### src/rtl/lsu.sv
// lsu - load/store unit (MEM stage).
//
// Accepts one operation per valid/ready handshake. Non-memory ops are
// registered straight through to writeback. Aligned loads/stores run one
// req/ack transaction on the data bus. Misaligned memory ops are dropped
// and flagged with a single-cycle misalign_o pulse.
//
// Ports:
//   clk, rst        clock, asynchronous active-high reset
//   valid_i/ready_o upstream handshake
//   regcData_i ..   execute-stage operation fields (ALU result, dest reg,
//   wmask_i         writeback controls, memory address/data/enables/masks)
//   bus_*           single-outstanding data bus (req held until ack)
//   wb_*            registered writeback result, wb_valid is a 1-cycle pulse
//   misalign_o      1-cycle pulse when a misaligned access is dropped
//
// State | meaning
// IDLE  | ready for a new operation
// BUS   | bus_req high, waiting for bus_ack
// RESP  | wb_valid pulse for the completed memory op
module lsu (
  input  logic        clk,
  input  logic        rst,
  input  logic        valid_i,
  output logic        ready_o,
  input  logic [31:0] regcData_i,
  input  logic [4:0]  regcAddr_i,
  input  logic        REG_EN_i,
  input  logic [1:0]  WB_SEL_i,
  input  logic [31:0] memAddr_i,
  input  logic [31:0] memData_i,
  input  logic        readWr_i,
  input  logic        writeWr_i,
  input  logic [3:0]  rmask_i,
  input  logic [3:0]  wmask_i,
  output logic        bus_req,
  output logic        bus_we,
  output logic [31:0] bus_addr,
  output logic [31:0] bus_wdata,
  output logic [3:0]  bus_wstrb,
  input  logic        bus_ack,
  input  logic [31:0] bus_rdata,
  output logic        wb_valid,
  output logic [31:0] wb_data,
  output logic [4:0]  wb_addr,
  output logic        wb_en,
  output logic [1:0]  wb_sel,
  output logic        misalign_o
);

  typedef enum logic [1:0] {IDLE = 2'd0, BUS = 2'd1, RESP = 2'd2} state_t;

  state_t      state, state_nxt;
  logic        accept, is_mem, is_store, is_half, is_word, misalign;
  logic [1:0]  off, off_q;
  logic [3:0]  size_mask, rmask_q;
  logic [31:0] wdata_fmt, rdata_sh, load_res, regc_q;

  assign ready_o   = (state == IDLE);
  // Async reset of the state register drops the request immediately.
  assign bus_req   = (state == BUS);
  assign accept    = valid_i & ready_o;
  // Both enables set is treated as a store.
  assign is_store  = writeWr_i;
  assign is_mem    = readWr_i | writeWr_i;
  assign size_mask = is_store ? wmask_i : rmask_i;
  assign is_word   = size_mask[3];
  assign is_half   = ~size_mask[3] & size_mask[1];
  assign off       = memAddr_i[1:0];
  assign misalign  = (is_half & off[0]) | (is_word & (off != 2'b00));

  always_comb begin
    wdata_fmt = {4{memData_i[7:0]}};
    if (wmask_i[3])      wdata_fmt = memData_i;
    else if (wmask_i[1]) wdata_fmt = {2{memData_i[15:0]}};
  end

  // Bring the addressed lane down to bit 0, then sign-extend by size.
  always_comb begin
    rdata_sh = bus_rdata >> {off_q, 3'b000};
    load_res = {{24{rdata_sh[7]}}, rdata_sh[7:0]};
    if (rmask_q[3])      load_res = bus_rdata;
    else if (rmask_q[1]) load_res = {{16{rdata_sh[15]}}, rdata_sh[15:0]};
  end

  always_ff @(posedge clk or posedge rst) begin
    if (rst) state <= IDLE;
    else     state <= state_nxt;
  end

  always_comb begin
    state_nxt = state;
    case (state)
      IDLE: if (accept && is_mem && !misalign) state_nxt = BUS;
      BUS:  if (bus_ack) state_nxt = RESP;
      RESP: state_nxt = IDLE;
      default: state_nxt = IDLE;
    endcase
  end

  always_ff @(posedge clk or posedge rst) begin
    if (rst) begin
      bus_we     <= 1'b0;
      bus_addr   <= '0;
      bus_wdata  <= '0;
      bus_wstrb  <= '0;
      wb_valid   <= 1'b0;
      wb_data    <= '0;
      wb_addr    <= '0;
      wb_en      <= 1'b0;
      wb_sel     <= '0;
      misalign_o <= 1'b0;
      off_q      <= '0;
      rmask_q    <= '0;
      regc_q     <= '0;
    end else begin
      wb_valid   <= 1'b0;
      misalign_o <= 1'b0;
      if (accept) begin
        wb_addr <= regcAddr_i;
        wb_en   <= REG_EN_i;
        wb_sel  <= WB_SEL_i;
        regc_q  <= regcData_i;
        off_q   <= off;
        rmask_q <= rmask_i;
        if (!is_mem) begin
          wb_valid <= 1'b1;
          wb_data  <= regcData_i;
        end else if (misalign) begin
          misalign_o <= 1'b1;
        end else begin
          // Bus fields only change on accept, so they stay stable while in BUS.
          bus_we    <= is_store;
          bus_addr  <= {memAddr_i[31:2], 2'b00};
          bus_wdata <= wdata_fmt;
          bus_wstrb <= is_store ? (wmask_i << off) : 4'b0000;
        end
      end
      if (bus_req && bus_ack) begin
        wb_valid <= 1'b1;
        wb_data  <= bus_we ? regc_q : load_res;
      end
    end
  end

endmodule

### config.mk
export PLATFORM = sky130hd
export DESIGN_NAME = lsu
export DESIGN_NICKNAME = d
export VERILOG_FILES = /design/src/rtl/lsu.sv
export SDC_FILE = /design/constraint.sdc
export NUM_CORES = 1
export LEC_CHECK = 0
export CAP_MARGIN = 25
export CORE_AREA = 2 2 128 130
export DETAILED_ROUTE_END_ITERATION = 7
export DIE_AREA = 0 0 130 132
export PLACE_DENSITY_LB_ADDON = 0.08
export SETUP_SLACK_MARGIN = 0.3
export SLEW_MARGIN = 20
export SYNTH_ARGS = -nofsm -noshare
export SYNTH_HDL_FRONTEND = slang
export SYNTH_SLANG_ARGS = --single-unit
### constraint.sdc
create_clock -name clk -period 7.3 [get_ports clk]
set_input_delay 1.46 -clock clk [delete_from_list [all_inputs] [get_ports clk]]
set_output_delay 1.46 -clock clk [all_outputs]
set_load 0.05 [all_outputs]
==> reports/metrics.csv <==
metric,value,unit
status,finished clean,
ANT cells,0,
clock tree buffer depth,2,
max-cap violation count,0,
Tot Pwr,4229,uW
Worst path slowest cell,clkdlybuf4s50_1,
Final HPWL DP,15.52,mm
cts hold-fix bufs,0,
"Setup Fix Bufs, Post-CTS",0,
Slew HR,0.3027,
Final WS setup,3.528,ns
Avg Inst Size Synth,10.44,sq um
drt first-iter violations,583,
initial antenna violation count,0,
area post-placement,9977,sq um
max incr delay on CP,0.89,ns
H-Tree Depth,4,
"Setup violations, final",0,
Yosys warning total,0,
"Hold Violations, Final",0,
# fillers,1243,
IO Port Bufs,258,
HP Class,reg2reg,
Die X,130,microns
"Clk Latency, worst-skew pair",0.42,ns
Period minus WS final,3.772,ns
routability cong.,0.8586,
Crit path required time,7.60,ns
Root Buffer,clkbuf_16,
crit end category,flop,
register bit count reported by yosys,147,
DR vias/cell,5.603,
power per cell area,397.2,nW/um^2
via count,6494,
total CTS buffers,17,
Final Util,0.6777,
Tot GR Track Use,0.2660,
Place WS,2.543,ns
most frequent cells in the layout,"clkdlybuf4s50_1 (258), nand2_1 (172), dfrtp_1 (147)",
Final Cell Area,10650,sq um
CTS tree,yes,
critical path launch point type,primary input,
Die H,132,microns
Final Skew,0.009056,ns
Pleak,0.004682,uW
die area,17160,sq um
"Area growth, synth to finish",45.24,%
Mapped Area,7332,sq um
Post-synth EDFFs,0,
GRT overflow,0,
fmax,0.2651,GHz
first-pass GRT wire length,35.33,mm
Post-Syn Instances,702,
DRT Pass-1 Iters,8,
total clock sinks,147,
CP Cell Sequence,clkdlybuf4s50_1 > or3b_1 > a22oi_2 > o211ai_4 > buf_4 > mux2_2,
row cnt,46,
setup tns final,0,ns
total wire length,22.63,mm
Post-CTS Resized,0,
final antenna-violating net count,0,
crit path DAT,4.08,ns
vias in the first global route,6539,
part of the cycle the worst path needs,0.5167,
clock slew at reported path FFs,0.06,ns
Async SR Flop Fraction,1.000,
layout cells sized above 1,0.1379,
sequential fraction of the synthesis area,0.5017,
Final nets,1080,
synth unique cells,49,
largest net degree at the start of global routing,85,
WL/cell,19.52,microns
core area,15710,sq um
io pins,263,
CP max FO,39,
crit path kind,in2reg,
RSZ-0062 raised after global routing,no,
Peak supply drop,0.2396,mV
Slew Limit Fails,0,
"commonest non-fill, non-tap cell in the layout",clkdlybuf4s50_1,
Starting Density,0.4666,
Least-Margin Pin Slew,1.046,ns
DR DRC count,0,
"Primary FF master, synth",dfrtp_1,
-- path summary, 6_finish.rpt --
kind / slack (ns) / depth (start not counted) / endpoint / from
max reg2reg: 4.40 / 4 / wb_data[17] / off_q[1]
max in group asynchronous: 4.39 / 3 / bus_wdata[17] / rst
max: 3.53 / 6 / bus_addr[27] / wmask_i[1]
min in group asynchronous: 1.56 / 2 / bus_addr[6] / rst
min: 0.47 / 2 / regc_q[23] / regc_q[23]
min reg2reg: 0.47 / 2 / regc_q[23] / regc_q[23]
-- registers in the layout, summed over array words and instances, names as in the netlist --
name        count
bus_wdata      32
regc_q         32
wb_data        32
bus_addr       30
wb_addr         5
bus_wstrb       4
off_q           2
rmask_q         2
state           2
wb_sel          2
bus_we          1
misalign_o      1
wb_en           1
wb_valid        1
-- kinds of logic (layout without fill, tap and decap cells) --
kind of cell / after synthesis / count (layout) / synth area share
compound gates: 126 / 126 / 0.1258
buf+inv: 71 / 311 / 0.04369
flops: 147 / 147 / 0.5017
mux: 112 / 112 / 0.1788
other cells: 1 / 2 / 0.0005115
simple gates: 245 / 245 / 0.1495
-- where the power goes --
part           switching (uW)  leakage, uW  internal, uW
clock                     341     0.000298           583
sequential                195      0.00176          1090
combinational            1280      0.00263           744
-- worst max-delay path: cells and delay by family --
kind,cells,cell delay (ns)
AOI/OAI and AO/OA,2,0.48
and+or+nand+nor,1,0.22
muxes,1,0.40
buffers and inverters,2,1.47
-- per-layer routing --
| metal | share of wire | vias to the layer above | track usage |
|---|---|---|---|
| met5 | 0 | - | 0 |
| met4 | 0.034 | 0 | 0.1159 |
| met3 | 0.090 | 51 | 0.08685 |
| met2 | 0.48 | 317 | 0.4180 |
| met1 | 0.39 | 3193 | 0.3350 |
| li1 | - | 2933 | - |
-- layout make-up --
cell class | count | area [sq um] | area share
Sequential cell | 147 | 3679 | 0.3454
Inverter | 13 | 53.80 | 0.005052
Clock buffer | 24 | 501.7 | 0.04712
Clock inverter | 8 | 122.6 | 0.01151
Tap cell | 216 | 270.3 | 0.02538
Timing Repair Buffer | 266 | 2670 | 0.2507
Multi-Input combinational cell | 485 | 3352 | 0.3148
-- cells in the mapped netlist (all sizes together) (8+ instances only) --
library cell,n,share of area
nand2,172,0.088
dfrtp,147,0.50
mux2,82,0.14
or3,34,0.029
clkbuf,32,0.016
mux2i,29,0.040
buf,26,0.021
a21oi,25,0.017
o21ai,18,0.012
a31oi,17,0.015
o311ai,17,0.020
inv,13,0.0067
nand2b,10,0.0085
nor2,10,0.0055
o211ai,8,0.0089
-- metrics by stage --
step / std cells / hold slack [ns]
after floorplan: 703 / 0.4390
after global placement: 1125 / 0.4514
after detailed placement: 1125 / 0.4584
after CTS: 1157 / 0.4726
after global routing: 1159 / 0.4962
final: 1159 / 0.4700
Power figures use the tool's default switching activity.
